`src/rtl/uart_pkg.sv`:
```
// Shared UART definitions: transmitter FSM state encoding and line-level
// bit constants. The PARITY state exists only when UART_TX_PARITY_EN is defined.
package uart_pkg;

  // Line levels for the framing bits; the idle line sits at the stop level.
  localparam logic START_BIT  = 1'b0;
  localparam logic STOP_BIT   = 1'b1;
  localparam logic IDLE_LEVEL = 1'b1;

  // Transmitter FSM states.
  typedef enum logic [2:0] {
    IDLE   = 3'd0,
    START  = 3'd1,
    DATA   = 3'd2,
`ifdef UART_TX_PARITY_EN
    PARITY = 3'd3,
`endif
    STOP   = 3'd4
  } uart_state_e;

endpackage

```
`src/rtl/uart_bit_timer.sv`:
```
// Bit-period timer: bit_done is high on the last clk cycle of each
// CLKS_PER_BIT-long bit period. restart realigns the period to start on the
// next cycle, so every frame begins with a full-length start bit.
module uart_bit_timer #(
  parameter int CLKS_PER_BIT = 16
) (
  input  logic clk,
  input  logic reset,
  input  logic restart,
  output logic bit_done
);

  localparam int CW = $clog2(CLKS_PER_BIT);
  localparam logic [CW-1:0] LAST = CW'(CLKS_PER_BIT - 1);

  logic [CW-1:0] cnt;

  // Free-running modulo-CLKS_PER_BIT counter, zeroed on reset or restart.
  always_ff @(posedge clk) begin
    if (!reset || restart) begin
      cnt <= '0;
    end else if (cnt == LAST) begin
      cnt <= '0;
    end else begin
      cnt <= cnt + CW'(1);
    end
  end

  assign bit_done = (cnt == LAST);

endmodule

```
`src/rtl/uart_tx_param.sv`:
```
// Parameterised UART transmitter with a one-entry holding register.
// Optional feature macro: UART_TX_PARITY_EN adds the parity_odd port and a
// parity bit after the data bits (XOR of data, inverted when parity_odd=1).
// Handshake: a word transfers on every clk edge where in_valid && in_ready;
// in_ready is high exactly when the holding register is empty, and in_valid
// is ignored while in_ready is low. in_data need not be held after transfer.
// dbg_state mirrors the FSM state for observation.
module uart_tx_param
  import uart_pkg::*;
#(
  parameter int DATA_BITS    = 8,
  parameter int STOP_BITS    = 1,
  parameter int CLKS_PER_BIT = 16
) (
  input  logic                 clk,
  input  logic                 reset,
  input  logic [DATA_BITS-1:0] in_data,
  input  logic                 in_valid,
  output logic                 in_ready,
`ifdef UART_TX_PARITY_EN
  input  logic                 parity_odd,
`endif
  output logic                 tx,
  output logic                 busy,
  output uart_state_e          dbg_state
);

  localparam logic [3:0] LAST_DATA = 4'(DATA_BITS - 1);
  localparam logic [3:0] LAST_STOP = 4'(STOP_BITS - 1);

  uart_state_e          state;
  logic                 hold_full;
  logic [DATA_BITS-1:0] hold_data;
  logic [DATA_BITS-1:0] shift_q;
  logic [3:0]           bit_idx;
  logic                 bit_done;
  logic                 accept;
  logic                 restart;
`ifdef UART_TX_PARITY_EN
  logic                 parity_bit;
`endif

  assign in_ready  = ~hold_full;
  assign accept    = in_valid & ~hold_full;
  assign dbg_state = state;

  // A frame starts whenever a word is waiting and the line is free: from IDLE,
  // or straight after the final stop bit so consecutive frames have no gap.
  assign restart = hold_full &
                   ((state == IDLE) ||
                    ((state == STOP) && bit_done && (bit_idx == LAST_STOP)));

  uart_bit_timer #(
    .CLKS_PER_BIT(CLKS_PER_BIT)
  ) u_bit_timer (
    .clk      (clk),
    .reset    (reset),
    .restart  (restart),
    .bit_done (bit_done)
  );

  // Holding register: fills on handshake, empties when a frame starts.
  always_ff @(posedge clk) begin
    if (!reset) begin
      hold_full <= 1'b0;
      hold_data <= '0;
    end else if (accept) begin
      hold_full <= 1'b1;
      hold_data <= in_data;
    end else if (restart) begin
      hold_full <= 1'b0;
    end
  end

  // Frame FSM with registered tx/busy; the shift register feeds data LSB first.
  always_ff @(posedge clk) begin
    if (!reset) begin
      state      <= IDLE;
      tx         <= IDLE_LEVEL;
      busy       <= 1'b0;
      shift_q    <= '0;
      bit_idx    <= '0;
`ifdef UART_TX_PARITY_EN
      parity_bit <= 1'b0;
`endif
    end else if (restart) begin
      state      <= START;
      tx         <= START_BIT;
      busy       <= 1'b1;
      shift_q    <= hold_data;
      bit_idx    <= '0;
`ifdef UART_TX_PARITY_EN
      parity_bit <= (^hold_data) ^ parity_odd;
`endif
    end else begin
      case (state)
        IDLE: begin
          tx   <= IDLE_LEVEL;
          busy <= 1'b0;
        end
        START: begin
          if (bit_done) begin
            state   <= DATA;
            tx      <= shift_q[0];
            shift_q <= shift_q >> 1;
            bit_idx <= '0;
          end
        end
        DATA: begin
          if (bit_done) begin
            if (bit_idx == LAST_DATA) begin
`ifdef UART_TX_PARITY_EN
              state <= PARITY;
              tx    <= parity_bit;
`else
              state <= STOP;
              tx    <= STOP_BIT;
`endif
              bit_idx <= '0;
            end else begin
              tx      <= shift_q[0];
              shift_q <= shift_q >> 1;
              bit_idx <= bit_idx + 4'd1;
            end
          end
        end
`ifdef UART_TX_PARITY_EN
        PARITY: begin
          if (bit_done) begin
            state   <= STOP;
            tx      <= STOP_BIT;
            bit_idx <= '0;
          end
        end
`endif
        STOP: begin
          if (bit_done) begin
            if (bit_idx == LAST_STOP) begin
              state <= IDLE;
              tx    <= IDLE_LEVEL;
              busy  <= 1'b0;
            end else begin
              bit_idx <= bit_idx + 4'd1;
            end
          end
        end
        default: begin
          state <= IDLE;
          tx    <= IDLE_LEVEL;
          busy  <= 1'b0;
        end
      endcase
    end
  end

endmodule

```
`config.mk`:
```
export PLATFORM = sky130hd
export DESIGN_NAME = uart_tx_param
export DESIGN_NICKNAME = d
export VERILOG_FILES = /design/src/rtl/uart_pkg.sv /design/src/rtl/uart_bit_timer.sv /design/src/rtl/uart_tx_param.sv
export SDC_FILE = /design/constraint.sdc
export NUM_CORES = 1
export LEC_CHECK = 0
export ABC_AREA = 1
export BUFFER_PORTS_ARGS = -buffer_cell sky130_fd_sc_hd__buf_4
export CAP_MARGIN = 30
export CORE_MARGIN = 8
export CORE_UTILIZATION = 45
export CTS_CLUSTER_DIAMETER = 150
export DETAILED_ROUTE_END_ITERATION = 8
export HOLD_SLACK_MARGIN = 0.05
export PLACE_DENSITY = 0.69
export RECOVER_POWER = 50
export SLEW_MARGIN = 30
export SYNTH_ARGS = -nofsm -noshare
export SYNTH_HDL_FRONTEND = slang
export SYNTH_SLANG_ARGS = --single-unit
```
`constraint.sdc`:
```
create_clock -name clk -period 1.5 [get_ports clk]
set_input_delay 0.375 -clock clk [delete_from_list [all_inputs] [get_ports clk]]
set_output_delay 0.375 -clock clk [all_outputs]
set_load 0.1 [all_outputs]
```
# [After elaboration in Yosys (flattened, before gate mapping)]
# Index checks and enable logic that the tools add are counted.
[word_totals] output_inout_bits=6 register_bits=30 inputBits=11
[classes] addsub=2 n_reduce_logical=19 eq_ne=19 n_bitwise=5 n_mux=31
[ops] operator="2-to-1 mux 8 bit" n=4
[ops] operator="2-to-1 mux 4 bit" n=5
[ops] operator="case mux 8 bit (2 select lines)" n=1
[ops] operator="2-to-1 mux 3 bit" n=5
[ops] operator="!= test 3 x 2 -> 1 bit (second input constant)" n=5
[ops] operator="2-to-1 mux 1 bit" n=12
[ops] operator="case mux 3 bit (4 select lines)" n=1
[ops] operator="case mux 4 bit (3 select lines)" n=1
[ops] operator="AND reduction 6 bit" n=2
[ops] operator="!= test 2 bit (second input constant)" n=5
[ops] operator="adder 4 x 1 -> 4 bit (second input constant)" n=2
[ops] operator="AND reduction 4 bit" n=2
[ops] operator="!= test 2 x 1 -> 1 bit (second input constant)" n=3
[ops] operator="nonzero test 3 bit" n=2
[ops] operator="OR reduction 2 bit" n=3
[ops] operator="AND reduction 5 bit" n=1
[ops] operator="equality test 4 x 3 -> 1 bit (second input constant)" n=1
[ops] operator="equality test 4 bit (second input constant)" n=1
[ops] operator="zero test 4 bit" n=1
[ops] operator="equality test 3 x 1 -> 1 bit (second input constant)" n=1
[ops] operator="equality test 3 x 2 -> 1 bit (second input constant)" n=1
[ops] operator="equality test 3 bit (second input constant)" n=1
[ops] operator="zero test 3 bit" n=1
[ops] operator="!= test 3 x 1 -> 1 bit (second input constant)" n=1
[ops] operator="other kinds (9)" n=14

# [Longest topological paths before layout]
# Gate-level depths: netlist of run 1.
[depth] word_depth=7 depth_mapped=11 ltp_nobuf=11

# [By module]
# A second synthesis of run 1 with hierarchy kept.
[unflattened] hier_cells=220 area_unflattened_um2=1549.0
[modules_own_cells] module="uart_tx_param" area_per_inst_um2=1378.8 cells_each=200 n_inst=1 seq_area_each_um2=520.5
[modules_own_cells] module="uart_bit_timer" area_per_inst_um2=170.2 cells_each=20 n_inst=1 seq_area_each_um2=80.1

# [Worst setup path before layout of run 1]
# No wires, ideal clock.
[synth_timing] path_kind="register to register" start="reg state[2], in the netlist dbg_state[2]" end="reg shift_q[1]" required_time_ns=1.390 period_less_slack_ns=2.025 setup_time_ns=0.110 slack_ns=-0.525 t_arrival_ns=1.915 path_buffers=0 stages_incl_launch_ff=10 cell_sequence="dfxtp_1 inv_1 nand2_1 nor2_1 nand2_1 nand2_2 nand2_1 nand3_1 nand2_1 nor2_2"
[synth_between] elab_chain_cells=7 word_cells_on_any_way=15 classes_between="eq/ne: 6; mux: 2; bitwise: 1; reduce/logical: 6"
[synth_rtl] element="start: declaration" line_no="uart_tx_param.sv:31" rtl="uart_state_e state;"
[synth_rtl] element="start signal: assignment" line_no="uart_tx_param.sv:78" rtl="state <= IDLE;"
[synth_rtl] element="start signal: assignment" line_no="uart_tx_param.sv:87" rtl="state <= START;"
[synth_rtl] element="start signal: assignment" line_no="uart_tx_param.sv:103" rtl="state <= DATA;"
[synth_rtl] element="equality test 3 bit" line_no="uart_tx_param.sv:51" rtl="((state == STOP) && bit_done && (bit_idx == LAST_STOP)));"
[synth_rtl] element="logical AND 1 bit (2 in a row)" line_no="uart_tx_param.sv:51"
[synth_rtl] element="logical OR 1 bit" line_no="uart_tx_param.sv:50" rtl="((state == IDLE) ||"
[synth_rtl] element="AND 1 bit" line_no="uart_tx_param.sv:49" rtl="assign restart = hold_full &"
[synth_rtl] element="!= test 3 x 2 -> 1 bit (no source line) or nonzero test 3 bit (tied branches)"
[synth_rtl] element="AND reduction 4 bit (no source line)"
[synth_rtl] element="end signal: assignment" line_no="uart_tx_param.sv:90" rtl="shift_q <= hold_data;"
[synth_rtl] element="end signal: assignment" line_no="uart_tx_param.sv:105" rtl="shift_q <= shift_q >> 1;"
[synth_rtl] element="end signal: assignment" line_no="uart_tx_param.sv:122" rtl="shift_q <= shift_q >> 1;"
[synth_rtl] element="end: declaration" line_no="uart_tx_param.sv:34" rtl="logic [DATA_BITS-1:0] shift_q;"
# Several ways; a longest one is shown, not always the timed one.
# A chain may end at the register's enable or synchronous reset.

# [Worst setup path in the final report of run 1]
[layout_timing] start="reg bit_idx[1]" end="reg state[1], in the netlist dbg_state[1]"
[layout_between] elab_chain_cells=5 word_cells_on_any_way=9 classes_between="eq/ne: 3; bitwise: 1; reduce/logical: 5"
[layout_rtl] element="start: declaration" line_no="uart_tx_param.sv:35" rtl="logic [3:0] bit_idx;"
[layout_rtl] element="start signal: assignment" line_no="uart_tx_param.sv:123" rtl="bit_idx <= bit_idx + 4'd1;"
[layout_rtl] element="start signal: assignment" line_no="uart_tx_param.sv:143" rtl="bit_idx <= bit_idx + 4'd1;"
[layout_rtl] element="parallel branches: the longest is 5 deep, another holds AND reduction 6 bit"
# Parallel ways; which one is timed is not known.

==> results of run 1 <==
[layer usage]
metal / track usage / vias to the layer above / part of all wire
li1: - / 791 / -
met5: 0 / - / 0
met1: 0.172 / 671 / 0.49
met4: 0.0609 / 0 / 0.019
met3: 0.0377 / 5 / 0.037
met2: 0.177 / 24 / 0.46
[worst paths after layout]
path,to,slack (ps)
worst max-delay path,dbg_state[1],50
worst min-delay path,hold_data[5],260
worst min register to register,u_bit_timer.cnt[0],450
worst max register to register,dbg_state[1],50
[sequential cells by signal, summed over array words and instances, names as in the netlist]
register	count
hold_data	8
shift_q	8
bit_idx	4
u_bit_timer.cnt	4
dbg_state	3
busy	1
hold_full	1
tx	1
[worst min-delay path, delay by kind of cell]
family / cells / cell delay (ps)
buf+inv: 1 / 80
simple gates: 2 / 110
[layout make-up]
class / count / area (µm²)
Clock buffer: 8 / 70.1
Fill cell: 295 / 1180
Inverter: 33 / 126
Multi-Input combinational cell: 165 / 1000
Sequential cell: 30 / 628
Tap cell: 46 / 57.6
Timing Repair Buffer: 27 / 246
[cell usage after synthesis (2+ instances only)]
| cell type | n |
|---|---|
| buf_2 | 2 |
| o21ai_0 | 14 |
| nand3_1 | 35 |
| dfxtp_1 | 30 |
| nor2_2 | 10 |
| inv_2 | 3 |
| a21oi_1 | 6 |
| ha_1 | 3 |
| nand2_4 | 3 |
| nor2_1 | 34 |
| inv_1 | 30 |
| nand2_1 | 46 |
| nor3_1 | 2 |
| nand2_2 | 3 |
[repair_timing]
item / in CTS / in global routing
endpoints found under the setup margin: 5 / 18
setup buffers: 0 / 3
endpoints found under the hold margin: 0 / 0
gates cloned: 0 / 3
resized for setup: 2 / 55
pin swaps: 0 / 16
[where the power goes]
group          internal [mW]  switching (mW)
clock                  0.287           0.281
combinational          0.633            1.19
sequential             0.953           0.112
[per-stage QoR]
stage / utilization / setup TNS [ps] / total power [mW]
global placement: 0.536 / 0 / 2.42
finish: 0.643 / 0 / 3.45
CTS: 0.561 / 0 / 3.01
floorplan: - / 0 / 2.13
global route: 0.643 / -155 / 3.68
detailed placement: 0.536 / -54.2 / 2.42
[logic make-up after synthesis]
logic type / Yosys count / synth area share
xor+xnor: 2 / 0.0113
compound gates: 20 / 0.0648
simple gates: 137 / 0.409
fa+ha+maj: 3 / 0.0243
flops: 30 / 0.389
buf+inv: 38 / 0.101
==> flow_metrics.tcl, run 1 <==
set metrics [dict create \
    hold_buffers 0 \
    num_vias 1491 \
    cp.buffers_inverters 1 \
    synth_fp_nets 244 \
    cts.clk_slew.worst_paths_ps 90 \
    placed_cell_area_mm2 0.00177 \
    path_class "flip-flop to flip-flop" \
    grt_overflow 0 \
    avgSynthCellArea_um2 6.71 \
    hold_slack_ps 264 \
    drcViolationCount 0 \
    p_per_area_mw_per_mm2 1620 \
    design_area_mm2 0.00213 \
    r2r-start "bit_idx[1]" \
    layout_commonest_cell "nand2_1" \
    fin_nets 276 \
    cts.sinks 30 \
    cts-htree-levels 2 \
    synth_edf_count 0 \
    rows 21 \
    drtPass1Iterations 4 \
    synth_seq_cells 30 \
    first_iter_violations 83 \
    finalSetupViolations 0 \
    grt_max_degree 20 \
    grt_pass1_vias 1309 \
    slew_headroom 0.804 \
    die-width_um 74.6 \
    io_pins 17 \
    critPathMaxFanout 5 \
    critPathMaxStageDelay_ps 400 \
    clockRootBuffer "clkbuf_4" \
    holdPathStages 3 \
    core-area_mm2 0.00331 \
    hold_violations 0 \
    status "completed" \
    instances_no_fill 309 \
    final_cell_mix "41 x nand2_1, 33 x nor2_1, 26 x inv_1, 24 x nand3_1, 22 x dfxtp_1" \
    place_hpwl_um 2240 \
    grt_pass1_wl_um 5530 \
    cp_data_arrival_time_ps 1670 \
    ant_nets 0 \
    start_kind "flip-flop" \
    synth_cell_types 23 \
    port_buffers 16 \
    drive_gt1_frac 0.338 \
    maxCapViolCount 0 \
    slowest_stage "dfxtp_4" \
    cts_buffer_depth 2 \
    areaGrowthSynthToFinish_pct 37.9 \
    pre_cts_slack_ps -20.3 \
    min_from "in_data[5]" \
    synthTopCellsByArea "dfxtp_1 39%, nand3_1 11%, nand2_1 11%" \
    required_ps 1730 \
    clock_latency_ps 340 \
    viasPerCell 4.83 \
    track_usage 0.127 \
    n_antenna_cell 0 \
    initial_core_util 0.466 \
    cts_tree "done" \
    fmax_mhz 692 \
    tightest_slew_ps 293 \
    cp-startpoint "bit_idx[1]" \
    p_leak_nw 0.989 \
    critPathCaptureType "flip-flop" \
    cts_buffers 5 \
    period_minus_slack_ps 1450 \
    ys_seq_area_frac 0.389 \
    fin_crit_sh 0.964 \
    die_h_um 74.6 \
    die-area_mm2 0.00556 \
    synth_top_area_cell "dfxtp_1" \
    hold_path_class "primary input to flip-flop" \
    yosys_warnings 0 \
    wl_um 3660 \
    fin_skew_ps 24.7 \
    slew_violations 0 \
    crit_cells 9 \
    synth_top_area_share 0.389 \
    cp_top_family "simple AND/OR/NAND/NOR gates" \
    wl_per_cell_um 11.8 \
    syn_area_mm2 0.00154 \
    vdd_ir_drop_max_mv 0.912 \
    crit_chain "ha_4 > buf_4 > nand2_1 > nor2_1 > nor2_1 > nor2_1 > nand3_2 > nor2_1 > nor2_1" \
    cp_common_cell "nor2_1" \
    syn_inst 230 \
    async_reset_ff_frac 0 \
    reg2reg_depth 9 \
    dp.cells 295 \
    antenna_found_initial 0 \
    place.gp.congestion 0.899 \
    ys.flop_type "dfxtp_1" \
    fin_ws_ps 54.7 \
]
No activity file was read; power rests on OpenSTA's default activity.
==> run 2: changes to the inputs <==
--- a/config.mk
+++ b/config.mk
@@ -15,7 +15,7 @@
 export HOLD_SLACK_MARGIN = 0.05
 export PLACE_DENSITY = 0.69
 export RECOVER_POWER = 50
-export SLEW_MARGIN = 30
+export SLEW_MARGIN = 20
 export SYNTH_ARGS = -nofsm -noshare
 export SYNTH_HDL_FRONTEND = slang
 export SYNTH_SLANG_ARGS = --single-unit
==> constraint.sdc (replaced) <==
create_clock -name clk -period 1.4 [get_ports clk]
set_input_delay 0.35 -clock clk [delete_from_list [all_inputs] [get_ports clk]]
set_output_delay 0.35 -clock clk [all_outputs]
set_load 0.1 [all_outputs]
==> run 2 against run 1 <==
  * The flow now finishes with violations (negative setup slack)
  * First-iteration DRC count grew 35%
  * Wire length is 7.7% higher
  * Sequential power rose by 6%
  * Critical path type unchanged
  * Largest cell class unchanged
  * Largest power group unchanged
==> flow_metrics.tcl, run 2 (synthesis results as in run 1) <==
set metrics [dict create \
    status "complete, but fails checks" \
    violations "negative setup slack" \
    dr.max_layer_used "met4" \
    grt_max_degree 19 \
    grt_pass1_wl_um 5870 \
    port_buffers 16 \
    place_hpwl_um 2440 \
    num_vias 1571 \
    drive_gt1_frac 0.436 \
    route.met2.wl_um 1870 \
    cts-htree-levels 2 \
    drtPass1Iterations 4 \
    wl_um 3940 \
    fin_skew_ps 8.08 \
    hold_violations 0 \
    vdd_ir_drop_max_mv 0.983 \
    rsz0062_at_grt "yes" \
    finalSetupViolations 4 \
    period_minus_slack_ps 1450 \
    pre_cts_slack_ps -91.4 \
    initial_core_util 0.466 \
    drcViolationCount 0 \
    fmax_mhz 691 \
    cp_data_arrival_time_ps 1680 \
    final_cell_mix "37 x nand2_1, 37 x buf_4, 33 x nor2_1, 23 x nand3_1, 22 x dfxtp_1" \
    wl_per_cell_um 12.0 \
    slew_headroom 0.815 \
    first_iter_violations 112 \
    fin_nets 295 \
    clockRootBuffer "clkbuf_4" \
    ant_nets 0 \
    track_usage 0.134 \
    cts_tree "done" \
    wl_met3_um 184 \
    maxCapViolCount 0 \
    io_pins 17 \
    hold_buffers 0 \
    place.gp.congestion 0.881 \
    total_power_mw 3.87 \
    largestRegisters "hold_data (8), shift_q (8)" \
    p_per_area_mw_per_mm2 1660 \
    core-area_mm2 0.00331 \
    cts.sinks 30 \
    areaGrowthSynthToFinish_pct 50.6 \
    rows 21 \
    slew_violations 0 \
    clock_latency_ps 330 \
    grt_overflow 0 \
    grt_pass1_vias 1401 \
    viasPerCell 4.79 \
    path_class "flip-flop to flip-flop" \
    n_antenna_cell 0 \
    m1WireLength_um 1790 \
    die-area_mm2 0.00556 \
    hold_path_class "primary input to flip-flop" \
    critPathCaptureType "flip-flop" \
    required_ps 1630 \
    tightest_slew_ps 279 \
    cts_buffer_depth 2 \
    critPathMaxFanout 7 \
    tns_ps -109 \
    fin_crit_sh 1.03 \
    cts.clk_slew.worst_paths_ps 100 \
    fin_ws_ps -47.9 \
    p_leak_nw 1.10 \
    cts_buffers 5 \
    antenna_found_initial 0 \
    die-width_um 74.6 \
    die_h_um 74.6 \
    start_kind "flip-flop" \
]
-- run 2: cell types whose count changed in the layout (fill, tap and decap cells not counted), moves of 2 or more --
cell,delta
inv_1,-5
buf_6,+5
clkbuf_1,-2
nand2_1,-4
nand2_2,+2
inv_2,+4
a21oi_1,-2
buf_4,+16
a21oi_2,+2
nand3_4,+2
-- run 2: power by group --
group	leakage, nW	switching [mW]	total, mW	internal, mW
combinational	0.815	1.34	2.17	0.835
clock	0.0386	0.322	0.565	0.243
sequential	0.251	0.113	1.13	1.02
-- run 2: layout make-up --
class                      count  area (µm²)
fill                         274         986
inverter                      33         130
multi-input combinational    163        1030
clock buffer                   6        51.3
sequential                    30         626
timing repair buffer          48         423
clock inverter                 2        11.3
tap                           46        57.6
-- run 2: what timing repair did --
item                                    in CTS  in global routing
pin swaps                                    4                 13
gates resized for setup                     25                 47
cloned                                       0                  1
endpoints found under the setup margin      21                 20
setup buffers                                2                  6
-- run 2: layer usage --
| metal | vias up | global-route usage |
|---|---|---|
| met3 | 8 | 0.0243 |
| met1 | 692 | 0.177 |
| met4 | 0 | 0.0717 |
| li1 | 828 | - |
| met5 | - | 0 |
| met2 | 43 | 0.199 |
-- run 2: worst paths after layout --
check | from | to | slack [ps] | depth (start not counted)
max | bit_idx[1] | shift_q[5] | -50 | 12
min | in_data[2] | hold_data[2] | 240 | 3
max reg2reg | bit_idx[1] | shift_q[5] | -50 | 12
min reg2reg | tx | tx | 490 | 2
-- run 2: per-stage QoR --
step | area (µm²) | instances | util | hold WS [ps]
floorplan | 1590 | 230 | - | 430
global placement | 1910 | 311 | 0.577 | 463
detailed placement | 1910 | 311 | 0.577 | 466
CTS | 2070 | 321 | 0.624 | 233
global route | 2320 | 328 | 0.702 | 242
finish | 2320 | 328 | 0.702 | 240
-- run 2: worst max-delay path, cell delays in order (launching register included) --
cell and delay, ps:
dfxtp_4 370, inv_4 60, ha_4 140, nand2_4 50
nor2_4 120, nand2_2 70, nand2_4 120, buf_12 110
nand2_4 70, nand2_1 80, nand2_1 50, inv_1 70
nor2_2 40
==> run 3: changes to the inputs <==
--- a/config.mk
+++ b/config.mk
@@ -15,7 +15,9 @@
 export HOLD_SLACK_MARGIN = 0.05
 export PLACE_DENSITY = 0.69
 export RECOVER_POWER = 50
+export SKIP_CTS_REPAIR_TIMING = 1
 export SLEW_MARGIN = 20
 export SYNTH_ARGS = -nofsm -noshare
 export SYNTH_HDL_FRONTEND = slang
 export SYNTH_SLANG_ARGS = --single-unit
+export TNS_END_PERCENT = 10
==> run 3 against run 2 <==
  * The flow still finishes with violations (negative setup slack)
  * Highest routed layer unchanged
  * Largest cell class unchanged
  * First-iteration DRC count up 15%
  * Wire length shrank 7.1%
  * Via count down 0.45%
  * Global-route usage shrank 0.35 points
  * Largest power group unchanged
  * Setup slack improved by 38 ps
  * Sequential power hardly changed
==> flow_metrics.tcl, run 3 (synthesis results as in run 1) <==
set metrics [dict create \
    status "complete, but fails checks" \
    violations "negative setup slack" \
    cts.sinks 30 \
    required_ps 1680 \
    drcViolationCount 0 \
    clockRootBuffer "clkbuf_4" \
    start_kind "flip-flop" \
    fin_nets 288 \
    cts.clk_slew.worst_paths_ps 110 \
    cts_buffers 5 \
    multi_input_area_um2 985 \
    dp.cells 305 \
    wl_um 3660 \
    regArea_um2 619 \
    n_antenna_cell 0 \
    p_leak_nw 1.05 \
    cp_data_arrival_time_ps 1690 \
    areaGrowthSynthToFinish_pct 42.0 \
    die-area_mm2 0.00556 \
    maxCapViolCount 0 \
    grt_max_degree 19 \
    p_per_area_mw_per_mm2 1660 \
    rsz0062_at_grt "yes" \
    fmax_mhz 709 \
    fin_ws_ps -9.88 \
    antenna_found_initial 0 \
    port_buffers 16 \
    slew_headroom 0.822 \
    drtPass1Iterations 5 \
    grt_pass1_wl_um 5710 \
    num_vias 1564 \
    wl_per_cell_um 11.4 \
    fill_cells 290 \
    final_cell_mix "38 x nand2_1, 34 x nor2_1, 33 x buf_4, 24 x nand3_1, 23 x dfxtp_1" \
    ant_nets 0 \
    critPathMaxFanout 5 \
    cts_buffer_depth 2 \
    fin_crit_sh 1.01 \
    layout_commonest_cell "nand2_1" \
    rows 21 \
    io_pins 17 \
    core-area_mm2 0.00331 \
    fin_skew_ps 12.1 \
    hold_violations 0 \
    period_minus_slack_ps 1410 \
    largestRegisters "hold_data (8), shift_q (8)" \
    die-width_um 74.6 \
    hold_path_class "primary input to flip-flop" \
    drive_gt1_frac 0.393 \
    place.gp.congestion 0.881 \
    place_hpwl_um 2350 \
    viasPerCell 4.87 \
    initial_core_util 0.466 \
    tightest_slew_ps 266 \
    first_iter_violations 129 \
    grt_pass1_vias 1394 \
    finalSetupViolations 6 \
    vdd_ir_drop_max_mv 0.868 \
    clock_latency_ps 330 \
    pre_cts_slack_ps -69.6 \
    instances_no_fill 321 \
    slew_violations 0 \
    die_h_um 74.6 \
    track_usage 0.130 \
    path_class "flip-flop to flip-flop" \
    cts-htree-levels 2 \
    total_power_mw 3.63 \
    grt_overflow 0 \
    cts_tree "done" \
    critPathCaptureType "flip-flop" \
]
==> run 3: cell count changes in the layout (fill, tap and decap cells not counted), moves of 3 or more <==
cell	previous run	this run
nand2_4	4	7
buf_4	37	33
buf_6	8	5
o21ai_1	4	0
o21ai_0	10	14
a21oi_2	3	0
a21oi_1	3	6
nand3_4	5	2
==> run 3: worst max-delay path, cell delays in order, from the launching register on <==
cell and delay (ps):
dfxtp_4 370, inv_2 70, ha_4 150, nand2_4 50
nor2_4 110, nand2_2 70, nand2_4 140, nand2_8 90
buf_4 140, nand3_1 50, nand2_1 60, nor2_2 70
==> run 3: path summary, 6_finish.rpt <==
check	slack (ps)	cells after the start	startpoint	endpoint
max	-10	11	bit_idx[1]	shift_q[2]
min	230	3	in_data[7]	hold_data[7]
max reg2reg	-10	11	bit_idx[1]	shift_q[2]
min reg2reg	480	2	busy	busy
==> run 3: layout make-up <==
type	instances	area share
clock buffers	6	0.0234
clock inverters	2	0.00514
inverters	33	0.0588
multi-input cells	164	0.449
flip-flops and latches	30	0.283
well taps	46	0.0263
repair buffers	40	0.155
==> run 3: per-layer routing <==
| metal | vias up | part of all wire | track usage |
|---|---|---|---|
| met3 | 4 | 0.058 | 0.0418 |
| met5 | - | 0 | 0 |
| met4 | 0 | 0.017 | 0.0630 |
| met1 | 702 | 0.48 | 0.167 |
| li1 | 813 | - | - |
| met2 | 45 | 0.45 | 0.190 |
==> run 3: through the flow <==
stage	area, µm²	TNS, ps	util	hold slack [ps]
after floorplan	1560	-117	-	430
after global placement	1840	-196	0.555	464
after detailed placement	1840	-469	0.555	474
after CTS	1900	-769	0.574	223
after global routing	2190	-1280	0.662	224
final	2190	-21.9	0.662	230
==> run 3: power by group <==
part           total (mW)  internal [mW]  switching (mW)
clock               0.559          0.243           0.317
combinational        1.93          0.679            1.25
sequential           1.14           1.02           0.121
total                3.63           1.94            1.69
